==> config.mk <==
export PLATFORM = sky130hd
export DESIGN_NAME = safe_flat
export DESIGN_NICKNAME = d
export VERILOG_FILES = /design/src/rtl/safe_pkg.sv /design/src/rtl/safe_if.sv /design/src/rtl/safe_keypad.sv /design/src/rtl/safe.sv /design/src/flat_wrapper.sv
export SDC_FILE = /design/constraint.sdc
export NUM_CORES = 1
export LEC_CHECK = 0
export BUFFER_PORTS_ARGS = -buffer_cell sky130_fd_sc_hd__buf_2
export CAP_MARGIN = 40
export CORE_MARGIN = 2
export CORE_UTILIZATION = 55
export CTS_CLUSTER_SIZE = 10
export DETAILED_ROUTE_END_ITERATION = 10
export PLACE_DENSITY = 0.8
export RECOVER_POWER = 100
export REMOVE_ABC_BUFFERS = 1
export SLEW_MARGIN = 40
export SYNTH_ARGS = -nofsm -noshare
export SYNTH_HDL_FRONTEND = slang
export SYNTH_HIERARCHICAL = 1
export SYNTH_SLANG_ARGS = --single-unit
==> constraint.sdc <==
create_clock -name clk -period 4.26 [get_ports clk]
set_input_delay 0.426 -clock clk [delete_from_list [all_inputs] [get_ports clk]]
set_output_delay 0.426 -clock clk [all_outputs]
set_load 0.01 [all_outputs]
==> src/rtl/safe_pkg.sv <==
// safe_pkg: shared state codes, key codes, and password constants for the safe controller.
package safe_pkg;
   typedef enum logic [2:0] {
      S_OFF    = 3'd0,
      S_ON     = 3'd1,
      S_WRONG1 = 3'd2,
      S_WRONG2 = 3'd3,
      S_OPEN   = 3'd4,
      S_RESET  = 3'd5,
      S_LOCK   = 3'd7
   } state_t;
   localparam logic [3:0] KEY_STAR = 4'd10;
   localparam logic [3:0] KEY_SHARP = 4'd11;
   localparam int MAX_DIGITS = 6;
   typedef logic [MAX_DIGITS-1:0][3:0] digits_t;
   // Unused digit slots stay zero, so whole-vector equality plus length equality is an exact match.
   localparam digits_t DEF_PW = {4'd0, 4'd0, 4'd4, 4'd3, 4'd2, 4'd1};
   localparam logic [2:0] DEF_LEN = 3'd4;
   // Bitmap index r*3+c maps to the key code of row r, column c.
   localparam logic [11:0][3:0] KEY_MAP = {KEY_SHARP, 4'd0, KEY_STAR, 4'd9, 4'd8, 4'd7,
                                           4'd6, 4'd5, 4'd4, 4'd3, 4'd2, 4'd1};
   function automatic logic [5:0] therm(input logic [2:0] n);
      return ~(6'b111111 >> n);
   endfunction
endpackage

==> src/rtl/safe_if.sv <==
// safe_if: keypad scan, password-change button, and status outputs of the safe.
interface safe_if;
   logic row1, row2, row3, row4;
   logic col1, col2, col3;
   logic reset_password;
   logic [5:0] password_led;
   logic [2:0] state;
   modport master(output row1, row2, row3, row4, col1, col2, col3, reset_password,
                  input password_led, state);
   modport slave(input row1, row2, row3, row4, col1, col2, col3, reset_password,
                 output password_led, state);
endinterface

==> src/rtl/safe_keypad.sv <==
// safe_keypad: synchronises the scanned keypad into a held key bitmap and emits one event per press.
module safe_keypad
   import safe_pkg::*;
(
   input  logic       clk,
   input  logic       initialize,
   input  logic [3:0] row,
   input  logic [2:0] col,
   input  logic       reset_password,
   output logic       key_valid,
   output logic [3:0] key_code,
   output logic       rp_event
);
   logic [3:0] row_a, row_s;
   logic [2:0] col_a, col_s;
   logic rp_a, rp_s, rp_q;
   logic [11:0] bm, bm_n, rise;
   logic [3:0] idx;
   always_ff @(posedge clk) begin
      if (initialize) begin
         row_a <= '0;
         row_s <= '0;
         col_a <= '0;
         col_s <= '0;
         rp_a  <= 1'b0;
         rp_s  <= 1'b0;
         rp_q  <= 1'b0;
         bm    <= '0;
      end else begin
         row_a <= row;
         row_s <= row_a;
         col_a <= col;
         col_s <= col_a;
         rp_a  <= reset_password;
         rp_s  <= rp_a;
         rp_q  <= rp_s;
         bm    <= bm_n;
      end
   end
   // Rows not being strobed keep their bits, so leaving a row slot never looks like a release.
   always_comb begin
      bm_n = bm;
      for (int r = 0; r < 4; r++)
         for (int c = 0; c < 3; c++)
            if (row_s[r]) bm_n[r*3+c] = col_s[c];
      rise = bm_n & ~bm;
      idx = '0;
      for (int i = 11; i >= 0; i--)
         if (rise[i]) idx = 4'(i);
   end
   assign key_valid = |rise;
   assign key_code = KEY_MAP[idx];
   assign rp_event = rp_s & ~rp_q;
endmodule

==> src/rtl/safe.sv <==
// safe: keypad safe controller with three tries, lockout, and password change.
module safe
   import safe_pkg::*;
(
   input  logic clk,
   input  logic initialize,
   safe_if.slave bus
);
   state_t st, st_n;
   digits_t entry, entry_n, pw, pw_n;
   logic [2:0] cnt, cnt_n, len, len_n;
   logic key_valid, rp_event, digit, star, sharp, editing, match, clr;
   logic [3:0] key_code;
   safe_keypad u_keypad (
      .clk(clk),
      .initialize(initialize),
      .row({bus.row4, bus.row3, bus.row2, bus.row1}),
      .col({bus.col3, bus.col2, bus.col1}),
      .reset_password(bus.reset_password),
      .key_valid(key_valid),
      .key_code(key_code),
      .rp_event(rp_event)
   );
   assign digit = key_valid && key_code < 4'd10;
   assign star = key_valid && key_code == KEY_STAR;
   assign sharp = key_valid && key_code == KEY_SHARP;
   assign editing = st inside {S_ON, S_WRONG1, S_WRONG2, S_RESET};
   assign match = cnt == len && entry == pw;
   always_ff @(posedge clk) begin
      if (initialize) begin
         st    <= S_OFF;
         entry <= '0;
         cnt   <= '0;
         pw    <= DEF_PW;
         len   <= DEF_LEN;
      end else begin
         st    <= st_n;
         entry <= entry_n;
         cnt   <= cnt_n;
         pw    <= pw_n;
         len   <= len_n;
      end
   end
   always_comb begin
      st_n = st;
      entry_n = entry;
      cnt_n = cnt;
      pw_n = pw;
      len_n = len;
      clr = 1'b0;
      if (editing && digit && cnt < 3'(MAX_DIGITS)) begin
         entry_n[cnt] = key_code;
         cnt_n = cnt + 3'd1;
      end
      case (st)
         S_OFF: if (sharp) begin
            st_n = S_ON;
            clr = 1'b1;
         end
         S_ON, S_WRONG1, S_WRONG2: if (sharp) begin
            st_n = match ? S_OPEN : st == S_ON ? S_WRONG1 : st == S_WRONG1 ? S_WRONG2 : S_LOCK;
            clr = 1'b1;
         end
         S_OPEN: if (rp_event) begin
            st_n = S_RESET;
            clr = 1'b1;
         end else if (sharp) begin
            st_n = S_ON;
            clr = 1'b1;
         end
         S_RESET: if (sharp && cnt != 3'd0) begin
            pw_n = entry;
            len_n = cnt;
            st_n = S_ON;
            clr = 1'b1;
         end
         default: ;
      endcase
      if (clr || (editing && star)) begin
         entry_n = '0;
         cnt_n = '0;
      end
   end
   assign bus.state = st;
   assign bus.password_led = st inside {S_OFF, S_OPEN, S_LOCK} ? 6'd0 : therm(cnt);
endmodule

==> src/flat_wrapper.sv <==
// flat-port wrapper written by rule: the top's interface ports become plain ports
module safe_flat import safe_pkg::*;
  (clk, initialize, bus_row1, bus_row2, bus_row3, bus_row4, bus_col1, bus_col2, bus_col3, bus_reset_password, bus_password_led, bus_state);
  safe_if bus_i ();
  input  logic clk;
  input  logic initialize;
  input wire logic [$bits(bus_i.row1)-1:0] bus_row1;
  input wire logic [$bits(bus_i.row2)-1:0] bus_row2;
  input wire logic [$bits(bus_i.row3)-1:0] bus_row3;
  input wire logic [$bits(bus_i.row4)-1:0] bus_row4;
  input wire logic [$bits(bus_i.col1)-1:0] bus_col1;
  input wire logic [$bits(bus_i.col2)-1:0] bus_col2;
  input wire logic [$bits(bus_i.col3)-1:0] bus_col3;
  input wire logic [$bits(bus_i.reset_password)-1:0] bus_reset_password;
  output wire logic [$bits(bus_i.password_led)-1:0] bus_password_led;
  output wire logic [$bits(bus_i.state)-1:0] bus_state;
  assign bus_i.row1 = bus_row1;
  assign bus_i.row2 = bus_row2;
  assign bus_i.row3 = bus_row3;
  assign bus_i.row4 = bus_row4;
  assign bus_i.col1 = bus_col1;
  assign bus_i.col2 = bus_col2;
  assign bus_i.col3 = bus_col3;
  assign bus_i.reset_password = bus_reset_password;
  assign bus_password_led = bus_i.password_led;
  assign bus_state = bus_i.state;
  safe u_core (.clk(clk), .initialize(initialize), .bus(bus_i));
endmodule
---- Yosys cells after proc, flatten, opt, wreduce, memory -nomap -nowiden ----
Memories as Yosys holds them, arrays and structs flattened.
Index checks and enable logic that the tools add are counted.
word-level totals
  flip-flop bits (word level) ............. 86
  logic and storage cells ................. 110
  bits of input ports ..................... 10
  bits in read-only memories .............. 64
  output and inout bits ................... 9
  memories kept ........................... 1
cells by class
  reduce and logical (&&, ||, !) cells .... 21
  shift operators ......................... 1
  bitwise operators ....................... 5
  magnitude comparators ................... 5
  muxes and demuxes ....................... 41
  add/sub/neg operators ................... 1
  eq/ne operators ......................... 12
memory list
  name              words  width  read ports  clocked after Yosys merged registers in  wr ports  line               source
  (name not given)  16     4      1           0                                        0         safe_keypad.sv:52  assign key_code = KEY_MAP[idx];
operators with widths
  kind                 number
  $mux 4               14
  $bwmux 24            1
  $eq 24x24->1         1
  $mux 3               7
  $mux 1               15
  $and 12x12->12       1
  $demux 4 s3          1
  $not 12->12          1
  $pmux 3 s4           1
  $reduce_or 12->1     1
  $eq 3x3->1 const B   3
  $logic_and 1x1->1    9
  $eq 4x4->1 const B   2
  $reduce_bool 4->1    2
  $eq 3x2->1 const B   2
  $mux 6               1
  $not 6->6            1
  $reduce_bool 3->1    2
  $shr 6x3->6 const A  1
  $lt 4x5->1 const B   1
  $lt 3x4->1 const B   1
  $lt 4x4->1 const B   1
  $reduce_or 4->1      1
  $add 3x1->3 const B  1
  15 further kinds     15

---- Logic depth before layout (Yosys ltp) ----
  word-level depth ........................ 23
  mapped depth ............................ 16
  mapped depth without buffers ............ 13

---- Cells and area by module ----
Netlist, hierarchy kept.
modules (own cells, without submodules)
  module       cells an instance  times used  area each (µm²)
  safe         306                1           2690.1
  safe_keypad  129                1           1233.7

---- Least setup slack after synthesis ----
Ideal clock, no wire load.
  path kind ............................... flip-flop to flip-flop
  from .................................... register u_core.u_keypad.col_s[1]
  to ...................................... register u_core.len[2]
  stages on the path, launching flop included .. 16
  data required time ...................... 4138 ps
  path buffers ............................ 3
  setup slack ............................. 913 ps
  arrival ................................. 3224 ps
  path through ............................ dfxtp_1 > buf_6 > nor2b_1 > o211ai_1 > a221oi_1 > or3_4 > ha_1 > or3_1 > a21oi_1 > and4b_1 > nand3_2 > or2_1 > buf_2 > buf_2 > nand2_1 > nand3b_1
between the ends
  cells in the longest elaborated chain, start to end .. 19
  elaborated cells between the ends (all ways) .. 23
  classes of those cells .................. eq/ne: 1; mux: 16; bitwise: 1; reduce/logical: 4; memory: 1
ends and longest elaborated chain
  item                            line               source
  start: declaration              safe_keypad.sv:15  logic [2:0] col_a, col_s;
  start signal: assignment        safe_keypad.sv:33  col_s <= col_a;
  $mux 1                          safe_keypad.sv:45  if (row_s[r]) bm_n[r*3+c] = col_s[c];
  $and 12x12->12 *                safe_keypad.sv:46  rise = bm_n & ~bm;
  $mux 4 (9 in series)            safe_keypad.sv:49  if (rise[i]) idx = 4'(i);
  $mux 4 * (2 in series)          safe_keypad.sv:49
  $mem_v2 16x4 *                  --
  $mux 4 (implied by the code) *  safe_keypad.sv:52
  net u_core.key_code[3]          safe.sv:13         logic [3:0] key_code;
  $eq 4x4->1 *                    safe.sv:26         assign sharp = key_valid && key_code == KEY_SHARP;
  $logic_and 1x1->1 *             safe.sv:26
  $logic_and 1x1->1 *             safe.sv:71         S_RESET: if (sharp && cnt != 3'd0) begin
  $reduce_and 2->1 (no line) *    --
  end signal: assignment          safe.sv:41         len <= len_n;
  end: declaration                safe.sv:11         logic [2:0] cnt, cnt_n, len, len_n;
The timed path passes the listed nets; every way through them passes the cells marked *. The select of a mux whose other input is x is not followed.
A chain may end at the register's enable or synchronous reset.

---- Worst setup path after layout ----
  from .................................... register u_core.u_keypad.col_s[1]
  to ...................................... register u_core/pw[11] (netlist bit)
between the ends
  cells in the longest elaborated chain, start to end .. 19
  elaborated cells between the ends (all ways) .. 23
  classes of those cells .................. eq/ne: 1; mux: 16; bitwise: 1; reduce/logical: 4; memory: 1
ends and longest elaborated chain
  item                            line               source
  $mux 1                          safe_keypad.sv:45
  $and 12x12->12 *                safe_keypad.sv:46
  $mux 4 (9 in series)            safe_keypad.sv:49
  $mux 4 * (2 in series)          safe_keypad.sv:49
  $mem_v2 16x4 *                  --
  $mux 4 (implied by the code) *  safe_keypad.sv:52
  net u_core.key_code[1]          safe.sv:13
  $eq 4x4->1 *                    safe.sv:26
  $logic_and 1x1->1 *             safe.sv:26
  $logic_and 1x1->1 *             safe.sv:71
  $reduce_and 2->1 (no line) *    --
  end signal: assignment          safe.sv:40         pw <= pw_n;
  end: declaration                safe.sv:10         digits_t entry, entry_n, pw, pw_n;
Marked as above.

==> impl_metrics.py <==
metrics = {
    "global_routing": {
        "busiest_layer": "met2",
        "grt_max_degree": 36,
        "grt_usage_pct": 20.46,
        "overflow": 0,
        "grt_pass1_vias": 2648,
        "gr-usage-met3_pct": 4.198,
        "grt_pass1_wl_mm": 12.38,
        "grt.met1_usage_pct": 25.86,
        "antenna_found_initial": 0,
        "met2_usage_pct": 34.65,
    },
    "final_layout": {
        "stdcell_count": 544,
        "syn_to_final_growth_pct": 7.270,
        "final.fill_count": 597,
        "final_area_um2": 4209,
        "diodes": 0,
        "drive_above_1_share_pct": 9.152,
        "finalNetCount": 459,
    },
    "synth": {
        "synth-seq-area-share_pct": 43.88,
        "synth-main-ff-cell": "dfxtp_1",
        "synth_area_leaders": "dfxtp_1, mux2i_1, nand2_1",
        "synthArstFlopShare_pct": 0,
        "synthesis.area_um2": 3924,
        "synth_top_cell_area_share_pct": 43.88,
        "ys_warn_count": 6,
        "synthCells": 435,
        "synth_edf_count": 0,
        "ys_ff_latch": 86,
        "synth.distinct_cells": 52,
        "synth.avg_cell_area_um2": 9.020,
        "synth_area_leader_cell": "dfxtp_1",
    },
    "sta": {
        "post-route-min-period_ns": 3.732,
        "tns_ns": 0,
        "rsz0062_at_grt": "no",
        "tightest_slew_ns": 1.411,
        "fin_worst_skew_ns": 0.01306,
        "setup_viol": 0,
        "hold_violations": 0,
        "maxSlewViolCount": 0,
        "clock.fmax_mhz": 267.9,
        "whs_ns": 0.2756,
        "slew-limit-headroom_pct": 5.964,
        "fin_crit_sh_pct": 87.61,
    },
    "run_status": {
        "status": "finished, final reports clean",
    },
    "placed_design": {
        "dpl.cell_count": 528,
        "place_congestion": 0.8484,
        "place_area_um2": 4048,
        "port_buffers": 18,
        "hpwl_mm": 4.955,
    },
    "die": {
        "io_pins": 19,
        "fp.dieW_um": 88.47,
        "placeableCoreArea_um2": 6832,
        "start_util_pct": 57.44,
        "rows": 30,
        "die_area_um2": 7826,
        "die_h_um": 88.47,
    },
    "worst_setup_path": {
        "rr_startpoint": "u_core/u_keypad/col_s[1]",
        "critPathLaunch": "u_core/u_keypad/col_s[1]",
        "r2r_cells": 12,
        "r2r_end": "u_core/pw[11]",
        "cp_cell_sequence": "nor2b_1 > o21ai_0 > nand2b_1 > a21boi_0 > o21a_1 > ha_1 > mux2i_1 > and4b_1 > nand3_2 > nor2_4 > nand2_1 > a21oi_1",
        "cp.required_ns": 4.54,
        "critPathTopFamily": "simple AND/OR/NAND/NOR gates",
        "cp_num_buf_inv": 0,
        "worstPathArrival_ns": 4.01,
        "r2r_slack_ns": 0.53,
        "cp-end-kind": "register",
        "worstSetupStartpointType": "register",
        "slowest_stage": "mux2i_1",
        "cp_max_fo": 27,
        "worstSetupPathType": "register to register",
        "max_stage_delay_ns": 0.58,
    },
    "pwr": {
        "ir_worst_vdd_mv": 0.2708,
        "power.density_nw_per_um2": 329.2,
        "power.total_mw": 1.386,
        "p_leak_nw": 1.606,
    },
    "detailed_routing": {
        "dr.first_iter.drc_count": 136,
        "viasPerCell": 5.357,
        "routed_wl_mm": 7.435,
        "antenna_left": 0,
        "wl_per_cell_um": 13.67,
        "drc": 0,
        "vias": 2914,
        "drt_first_pass_iters": 4,
    },
    "clock_tree": {
        "cts_resized": 0,
        "cts.sinks": 86,
        "cts_tree": "done",
        "clk_latency_ns": 0.36,
        "numCtsBuffers": 9,
        "cts_max_level": 3,
        "path_clk_slew_ns": 0.09,
        "post_cts_buffers": 0,
        "root_buffer": "clkbuf_8",
        "cts_hold_buf": 0,
        "cts_buffer_depth": 2,
    },
    "worst_hold_path": {
        "min_path_cells": 2,
        "hold_start": "bus_row3",
        "hold_end": "u_core/u_keypad/row_a[2]",
        "worst_hold_path_type": "primary input to register",
    },
    "run": {
        "max_cap_viol_count": 0,
    },
}
[cell usage after synthesis, types with 2 or more instances]
cell / number
o21ai_2: 2
o22ai_1: 2
xnor2_1: 13
nor4_4: 3
nor2_1: 42
buf_2: 12
nor2b_1: 29
a2111oi_0: 2
ha_1: 6
nand2_1: 66
dfxtp_1: 86
clkbuf_1: 10
inv_1: 7
nand2b_1: 10
nand3b_1: 10
xor2_1: 16
nand4_1: 3
nand3_1: 2
or3_1: 3
o21ai_0: 6
mux2i_1: 33
o21a_1: 2
o32ai_1: 2
nor4_1: 5
or4_1: 4
a21oi_1: 32
o21ai_1: 2
[stage by stage]
step | util, % | worst slack [ns]
2_1_floorplan | - | 0.9030
3_3_place_gp | 59.14 | 0.5737
3_5_place_dp | 59.25 | 0.5719
4_1_cts | 61.79 | 0.5557
5_1_grt | 61.61 | 0.1848
6_report | 61.61 | 0.5277
[cell type report]
cell class | instances | area [um2] | area share, %
inverters | 7 | 26.28 | 0.6243
flip-flops and latches | 86 | 1722 | 40.90
multi-input cells | 318 | 2067 | 49.11
clock inverters | 6 | 46.29 | 1.100
clock buffers | 10 | 127.6 | 3.032
repair buffers | 21 | 100.1 | 2.378
well taps | 96 | 120.1 | 2.854
[how the worst max path moves through the flow]
stage / cells past startpoint / to / slack, ns
CTS: 11 / u_core/pw[11] / 0.56
detailed placement: 11 / u_core/pw[20] / 0.57
floorplan: 11 / u_core/cnt[0] / 0.90
global placement: 10 / u_core/entry[3] / 0.57
global route: 12 / u_core/pw[11] / 0.18
finish: 12 / u_core/pw[11] / 0.53
[logic make-up (layout without fill, tap and decap cells)]
kind of cell,count (synthesis),after routing,synth area share [%]
XOR/XNOR,29,29,6.473
AND/OR/NAND/NOR,189,189,25.51
multiplexers,34,34,8.801
adder cells (fa/ha/maj),6,6,1.913
AO/OA/AOI/OAI,60,60,9.790
buffers and inverters,31,44,3.636
flip-flops,86,86,43.88
[cell usage in the layout, fill, tap and decap left out, types with 4 or more instances in the layout]
cell type	n
buf_2	8
nand3b_1	10
nor2b_1	29
clkbuf_1	11
nor4_1	5
nor2_1	42
clkbuf_8	9
a21oi_1	32
dfxtp_1	86
nand2b_1	10
ha_1	6
nand2_1	66
o21ai_0	7
xor2_1	16
inv_1	7
xnor2_1	13
mux2i_1	33
or4_1	4
[where the power goes]
group / internal [mW] / total [mW] / switching [mW]
Combinational: 0.0218 / 0.0543 / 0.0325
Clock: 0.215 / 0.513 / 0.298
Sequential: 0.812 / 0.818 / 0.00673
[flip-flops by register name, summed over array words and instances (netlist names), 3 cells and up]
signal	cells
u_core/len	3
u_core/entry	24
u_core/cnt	3
u_core/u_keypad/row_a	4
u_core/u_keypad/col_s	3
u_core/u_keypad/bm	12
u_core/u_keypad/row_s	4
u_core/bus.state	3
u_core/pw	24
u_core/u_keypad/col_a	3
[per-layer routing]
| metal | up-vias | wire, um | part of all wire [%] |
|---|---|---|---|
| met5 | - | 0 | 0 |
| met4 | 0 | 117 | 1.6 |
| met3 | 10 | 255 | 3.4 |
| met2 | 55 | 3555 | 48 |
| met1 | 1373 | 3506 | 47 |
| li1 | 1476 | - | - |
Power figures use the tool's default switching activity.
